===== config.mk =====
export PLATFORM = sky130hd
export DESIGN_NAME = pipe_skid_reg
export DESIGN_NICKNAME = d
export VERILOG_FILES = /design/src/rtl/pipe_skid_reg.sv
export SDC_FILE = /design/constraint.sdc
export NUM_CORES = 1
export LEC_CHECK = 0
export BUFFER_PORTS_ARGS = -buffer_cell sky130_fd_sc_hd__buf_2
export CAP_MARGIN = 20
export CORE_MARGIN = 2
export CORE_UTILIZATION = 47
export CTS_CLUSTER_DIAMETER = 60
export DETAILED_ROUTE_END_ITERATION = 10
export HOLD_SLACK_MARGIN = 0.12
export MAX_ROUTING_LAYER = met4
export PLACE_DENSITY = 0.75
export SYNTH_ARGS = -nofsm -noshare
export SYNTH_HDL_FRONTEND = slang
export SYNTH_SLANG_ARGS = --single-unit
export TNS_END_PERCENT = 100

===== constraint.sdc =====
create_clock -name clk -period 2 [get_ports clk]
set_input_delay 0.4 -clock clk [delete_from_list [all_inputs] [get_ports clk]]
set_output_delay 0.4 -clock clk [all_outputs]
set_load 0.02 [all_outputs]

===== src/rtl/pipe_skid_reg.sv =====
// Two-entry in-order skid buffer: a main register drives out_data and a skid
// register catches the one extra beat that arrives while the output is stalled.
module pipe_skid_reg #(
  parameter int unsigned     N        = 32,
  parameter logic [N-1:0]    RST_DATA = '0
) (
  input  logic         clk,
  input  logic         rst,
  input  logic         flush,
  input  logic         in_valid,
  output logic         in_ready,
  input  logic [N-1:0] in_data,
  output logic         out_valid,
  input  logic         out_ready,
  output logic [N-1:0] out_data,
  output logic [1:0]   occupancy
);

  typedef enum logic [1:0] {
    EMPTY = 2'd0,
    ONE   = 2'd1,
    TWO   = 2'd2
  } state_e;

  state_e       state_q, state_d;
  logic [N-1:0] main_q, main_d;
  logic [N-1:0] skid_q, skid_d;
  logic         in_xfer, out_xfer;

  // Handshake outputs come from registered state only, so no ready/valid
  // combinational path crosses the block.
  assign in_ready  = (state_q != TWO);
  assign out_valid = (state_q != EMPTY);
  assign out_data  = main_q;
  assign in_xfer   = in_valid && in_ready;
  assign out_xfer  = out_valid && out_ready;

  always_comb begin
    occupancy = 2'd0;
    case (state_q)
      ONE:     occupancy = 2'd1;
      TWO:     occupancy = 2'd2;
      default: occupancy = 2'd0;
    endcase
  end

  always_comb begin
    state_d = state_q;
    main_d  = main_q;
    skid_d  = skid_q;
    if (flush) begin
      state_d = EMPTY;
      main_d  = RST_DATA;
      skid_d  = RST_DATA;
    end else begin
      case (state_q)
        EMPTY: begin
          if (in_xfer) begin
            state_d = ONE;
            main_d  = in_data;
          end
        end
        ONE: begin
          if (in_xfer && out_xfer) begin
            main_d = in_data;
          end else if (in_xfer) begin
            state_d = TWO;
            skid_d  = in_data;
          end else if (out_xfer) begin
            state_d = EMPTY;
          end
        end
        TWO: begin
          // in_ready is low here, so only the drain path can fire.
          if (out_xfer) begin
            state_d = ONE;
            main_d  = skid_q;
          end
        end
        default: begin
          state_d = EMPTY;
          main_d  = RST_DATA;
          skid_d  = RST_DATA;
        end
      endcase
    end
  end

  always_ff @(posedge clk or posedge rst) begin
    if (rst) begin
      state_q <= EMPTY;
      main_q  <= RST_DATA;
      skid_q  <= RST_DATA;
    end else begin
      state_q <= state_d;
      main_q  <= main_d;
      skid_q  <= skid_d;
    end
  end

endmodule


==> key figures, run 1 <==
Run status
  • Status: finished clean

Critical path
  • CP Cell Sequence: buf_4 -> nand2b_1 -> inv_1 -> buf_2
  • CP max stage delay: 370 ps
  • Number of stages on the worst setup path: 4
  • R2r startpoint: state_q[1]
  • CP delay by family, top: buffers and inverters
  • Crit path DAT: 1410 ps
  • CP Class: register to output port
  • CP endpoint kind: output port
  • Reg-to-reg endpoint: skid_q[30]
  • CP bufs+invs: 3
  • Crit-path max FO: 24
  • Crit path from: state_q[0]
  • Worst path required time: 1600 ps
  • CP Launch Type: register
  • Worst setup path endpoint: occupancy[1]
  • R2r setup slk: ~280 ps
  • Reg2Reg Depth: 3
  • CP max stage cell: dfrtp_1

Final layout
  • Most common cell after layout, fill and taps aside: buf_2
  • Syn-to-layout area delta: 22.0%
  • Final std cells w/o fill: 417
  • Nets@finish: 375
  • Most frequent cells in the layout: buf_2 (72), dfrtp_1 (66), nand2_1 (41)
  • Share of cells above drive strength 1: 33.0%
  • Diodes inserted: 0
  • Cell area after layout: about 3500 sq um

Place
  • Post-place setup slack: 244 ps
  • GPL Wtd Cong: 0.802
  • Placement Cell Area: 3320 sq um
  • Placed Cells incl. Taps: 402
  • Detailed Place HPWL: 4.34 mm
  • IO buf count: 72

Synthesis
  • Primary FF master, synth: dfrtp_1
  • Post-synth ARST share: 100%
  • Gate Count Post-Synth: 267
  • Sequential share of the synthesized area: 57.8%
  • Cell Area, Synth: 2860 sq um
  • Syn Area/Cell: 10.7 sq um
  • Count of cell types in the netlist: 25
  • Post-Syn Nets: 304
  • Number of synthesized flops with an enable pin: 0
  • Synth Warn #: 0
  • #FFs+latches synth: 66

Power and ir drop
  • Max VDD drop: 0.474 mV
  • PwrDens: 820 nW/um^2
  • Static Leak: ~1.8 nW

Die
  • Row count: 28
  • Die H: 81.9 um
  • Starting Density: between 40 and 50%
  • Die W: 81.9 um
  • Full die area: 6710 sq um
  • Core area: 5890 sq um
  • # IOs: 73

STA
  • Final hold slack: 126 ps
  • Max-slew violation count: 0
  • RSZ-0062 raised after global routing: no
  • Setup_tns: 0 ps
  • Final hold violations: 0
  • Rel. slew slack: 40.7%
  • Setup WS post-layout: about 190 ps
  • Final setup vio count: 0
  • Min cycle time layout: around 1800 ps
  • Clock skew: approximately 8 ps
  • Highest clock rate: around 550 MHz
  • Post-route clock period utilization: 90.4%
  • Slew @ Worst Pin: 889 ps

Clocking
  • Worst skew pair latency: 340 ps
  • CTS Buf Count: 9
  • Clock Pin Slew Worst Setup and Hold Paths: 70 ps
  • Post-CTS setup buffers: 0
  • Cts repair resizes: 0
  • Root Driver: clkbuf_8
  • Hold Buf Count CTS: 0
  • CTS H-tree depth: 3
  • CTS Sinks: 66
  • Max Root-Sink Buffers: 2
  • CTS tree: done

Drt
  • TritonRoute pass-1 iters: 8
  • DR iter-0 viols: 210
  • Routed Antenna Nets: 0
  • Via count: ~2300
  • DR DRC count: 0
  • Via density: 5.46
  • Wire length per cell: 15.5 um
  • DRT Wirelength: 6.47 mm

Global routing
  • GRT Util Overall: around a fifth
  • Initial antenna violation count: 0
  • First-pass GRT wire length: around 10 mm
  • Vias in the first global route: 2075
  • Grt total ovfl: 0
  • Largest net degree at the start of global routing: 37

Run
  • Max-cap violation count: 0

Min path
  • Hold WC Path Type: input pin to asynchronous set/reset pin
[final cells by class]
| class | count | area [sq um] |
|---|---|---|
| Clock inverter | 6 | 35.0 |
| Clock buffer | 9 | 124 |
| Inverter | 4 | 18.8 |
| Timing Repair Buffer | 83 | 468 |
| Multi-Input combinational cell | 174 | 1090 |
| Fill cell | 492 | 2400 |
| Sequential cell | 66 | 1650 |
| Tap cell | 75 | 93.8 |
[sequential cells by signal (all words and copies together), names as in the netlist]
register	cells
state_q	2
skid_q	32
out_data	32
[per-stage QoR]
stage	total power [mW]	utilization, %
finish	2.86	59.2
global route	2.98	59.2
CTS	2.88	59.2
detailed placement	1.96	56.5
global placement	1.94	56.5
floorplan	1.77	-
[synthesized netlist by cell type (all sizes together) (2+ instances only)]
cell type,number,area [sq um]
a21oi,11,58.8
and3,10,62.6
a22oi,23,173
dfrtp,66,1650
o21ai,25,125
nor2b,5,31.3
mux2,9,101
inv,3,11.3
a21o,2,15.0
nand2,41,154
o31ai,10,88.8
a22o,23,201
buf,14,72.6
nor2,11,43.8
clkbuf,9,33.8
[power breakdown]
group,leakage (nW),total [mW],switching (mW),internal [mW]
clock,0.0806,0.931,0.498,0.433
combinational,0.791,0.465,0.293,0.172
sequential,0.886,1.46,0.0426,1.42
total,1.76,2.86,0.834,2.02
[per-layer routing]
metal	global-route usage [%]	part of all wire, %	routed length, um
met2	30.9	47	3020
met5	-	0	0
met4	9.00	1.6	106
met3	3.41	5.7	370
met1	28.1	46	2970
[worst min-delay path by stage]
stage	to	slack (ps)	depth (start not counted)
finish	out_data[13]	130	2
global route	skid_q[17]	180	2
CTS	out_data[10]	140	2
detailed placement	out_data[12]	460	2
global placement	out_data[10]	460	2
floorplan	skid_q[29]	470	1
[logic make-up after synthesis]
| family | share of synthesized area (%) |
|---|---|
| DFF | 57.8 |
| buffers and inverters | 4.25 |
| AOI/OAI and AO/OA | 23.2 |
| and+or+nand+nor | 10.9 |
| xor gates and xnor gates | 0.307 |
| muxes | 3.55 |
(Power assumes the default switching activity.)
==> inputs of run 2 (changes only) <==
--- a/config.mk
+++ b/config.mk
@@ -8,12 +8,12 @@
 export BUFFER_PORTS_ARGS = -buffer_cell sky130_fd_sc_hd__buf_2
 export CAP_MARGIN = 20
 export CORE_MARGIN = 2
-export CORE_UTILIZATION = 47
+export CORE_UTILIZATION = 52
 export CTS_CLUSTER_DIAMETER = 60
 export DETAILED_ROUTE_END_ITERATION = 10
 export HOLD_SLACK_MARGIN = 0.12
 export MAX_ROUTING_LAYER = met4
-export PLACE_DENSITY = 0.75
+export PLACE_DENSITY = 0.79
 export SYNTH_ARGS = -nofsm -noshare
 export SYNTH_HDL_FRONTEND = slang
 export SYNTH_SLANG_ARGS = --single-unit
==> constraint.sdc (replaced) <==
create_clock -name clk -period 1.9 [get_ports clk]
set_input_delay 0.38 -clock clk [delete_from_list [all_inputs] [get_ports clk]]
set_output_delay 0.38 -clock clk [all_outputs]
set_load 0.02 [all_outputs]
==> key figures, run 2 (synthesized netlist as in run 1, its figures left out) <==
Critical path
  • Crit path DAT: 1440 ps (was 1410 ps)
  • CP endpoint kind: output port (unchanged)
  • CP Class: register to output port (unchanged)
  • CP Cell Sequence: buf_4 -> or2_2 -> buf_2 (was buf_4 -> nand2b_1 -> inv_1 -> buf_2)
  • CP delay by family, top: flip-flops (was buffers and inverters)
  • CP max stage delay: 460 ps (was 370 ps)
  • CP Launch Type: register (unchanged)
  • CP max stage cell: dfrtp_2 (was dfrtp_1)
  • R2r setup slk: 260 ps (was 280 ps)
  • Worst path required time: 1520 ps (was 1600 ps)
  • Crit-path max FO: 12 (was 24)
  • CP bufs+invs: 2 (was 3)

STA
  • Final hold slack: 133 ps (was 126 ps)
  • Post-route clock period utilization: 95.6%
  • RSZ-0062 raised after global routing: no (unchanged)
  • Final setup vio count: 0 (unchanged)
  • Setup_tns: 0 ps (unchanged)
  • Clock skew: 11.7 ps (was 7.94 ps)
  • Min cycle time layout: ~1800 ps
  • Max-slew violation count: 0 (unchanged)
  • Final hold violations: 0 (unchanged)
  • Slew @ Worst Pin: 897 ps (was 889 ps)
  • Rel. slew slack: 40.2% (was 40.7%)
  • Highest clock rate: between 500 and 600 MHz

Drt
  • TritonRoute pass-1 iters: 4 (was 8)
  • Via count: 2284 (was 2277)
  • DRT Wirelength: 6.18 mm (was 6.47 mm)
  • Routed Antenna Nets: 0 (unchanged)
  • DR iter-0 viols: 228 (was 210)
  • Via density: 5.53 (was 5.46)
  • DR DRC count: 0 (unchanged)
  • Wire length per cell: 15.0 um (was 15.5 um)

Final layout
  • Share of cells above drive strength 1: 33.5% (was 33.0%)
  • Core Util, Final: 68.4% (was 59.2%)
  • Most common cell after layout, fill and taps aside: buf_2 (unchanged)
  • Nets@finish: 375 (unchanged)
  • Syn-to-layout area delta: 24.6% (was 22.0%)
  • Fillers: 414 (was 492)
  • Diodes inserted: 0 (unchanged)
  • Most frequent cells in the layout: buf_2 (72), dfrtp_1 (65), nand2_1 (41) (was buf_2 (72), dfrtp_1 (66), nand2_1 (41))

Clocking
  • Clock Pin Slew Worst Setup and Hold Paths: 80 ps (was 70 ps)
  • Hold Buf Count CTS: 0 (unchanged)
  • CTS H-tree depth: 3 (unchanged)
  • Root Driver: clkbuf_8 (unchanged)
  • Cts repair resizes: 0 (unchanged)
  • CTS Sinks: 66 (unchanged)
  • Worst skew pair latency: 340 ps (about the same)
  • Max Root-Sink Buffers: 2 (unchanged)
  • Post-CTS setup buffers: 0 (unchanged)
  • CTS tree: done (unchanged)
  • CTS Buf Count: 9 (unchanged)

Global routing
  • Grt total ovfl: 0 (unchanged)
  • GRT Util Overall: 23.2% (was 20.7%)
  • Largest net degree at the start of global routing: 67 (was 37)
  • Initial antenna violation count: 0 (unchanged)
  • First-pass GRT wire length: 10.6 mm (was 10.1 mm)
  • Vias in the first global route: 2132 (was 2075)

Power and ir drop
  • Total Power: 3.34 mW (was 2.86 mW)
  • PwrDens: 939 nW/um^2 (was 820 nW/um^2)
  • Static Leak: 1.79 nW (was 1.76 nW)
  • Max VDD drop: 0.492 mV (was 0.474 mV)

Min path
  • Hold WC Path Type: input pin to asynchronous set/reset pin (unchanged)

Die
  • Row count: 26 (was 28)
  • Full die area: 6100 sq um (was 6710 sq um)
  • Die W: 78.1 um (was 81.9 um)
  • Core area: 5200 sq um (was 5890 sq um)
  • Die H: 78.1 um (was 81.9 um)
  • # IOs: 73 (unchanged)
  • Starting Density: 54.9% (was 48.5%)

Run
  • Max-cap violation count: 0 (unchanged)

Place
  • Detailed Place HPWL: 3.98 mm (was 4.34 mm)
  • GPL Wtd Cong: 0.815 (was 0.802)
  • IO buf count: 72 (unchanged)

Run status
  • Status: finished clean (unchanged)
-- run 2: cell count changes in the layout (fill, tap and decap cells not counted), sizes merged --
cell | before | now
clkbuf | 9 | 10
inv | 2 | 3
bufinv | 0 | 2
clkinv | 5 | 2
-- run 2: final timing paths --
path	cells past startpoint	startpoint	end
setup / recovery	3	state_q[1]	out_valid
hold / removal	3	rst	out_data[28]
hold reg to reg	2	out_data[12]	out_data[12]
setup reg to reg	3	state_q[1]	skid_q[7]
min in group clk	2	in_data[3]	skid_q[3]
max in group asynchronous	3	rst	state_q[1]
-- run 2: area by class of cell --
| class | count | area, sq um | area share (%) |
|---|---|---|---|
| timing repair buffer | 83 | 480 | 13.5 |
| tap | 70 | 87.6 | 2.46 |
| clock buffer | 10 | 138 | 3.87 |
| sequential | 66 | 1650 | 46.4 |
| inverter | 4 | 18.8 | 0.527 |
| multi-input combinational | 174 | 1090 | 30.7 |
| clock inverter | 6 | 88.8 | 2.50 |
-- run 2: metal layers --
metal / global-route usage, % / share of wire (%) / up-vias
met5: - / 0 / -
met4: 11.6 / 1.9 / 0
met3: 5.06 / 5.1 / 13
met2: 32.3 / 47 / 78
met1: 32.2 / 46 / 1097
li1: - / - / 1096
-- run 2: stage by stage --
step,std cells,cell area [sq um],setup WS (ps)
after floorplan,267,2860,359
after global placement,397,3330,213
after detailed placement,397,3330,169
after CTS,413,3560,41.8
after global routing,413,3560,15.0
final,413,3560,84.0
-- run 2: power by group --
| group | switching [mW] | leakage [nW] | total [mW] | internal, mW |
|---|---|---|---|---|
| logic | 0.305 | 0.795 | 0.491 | 0.186 |
| clock network | 0.538 | 0.109 | 1.31 | 0.776 |
| registers | 0.0451 | 0.884 | 1.54 | 1.49 |
| total | 0.888 | 1.79 | 3.34 | 2.45 |
-- run 2: worst register-to-register path: stages, from the launching register on --
cell and delay, ps:
dfrtp_2 460, nor2_2 110, and3_1 750, a22o_1 250
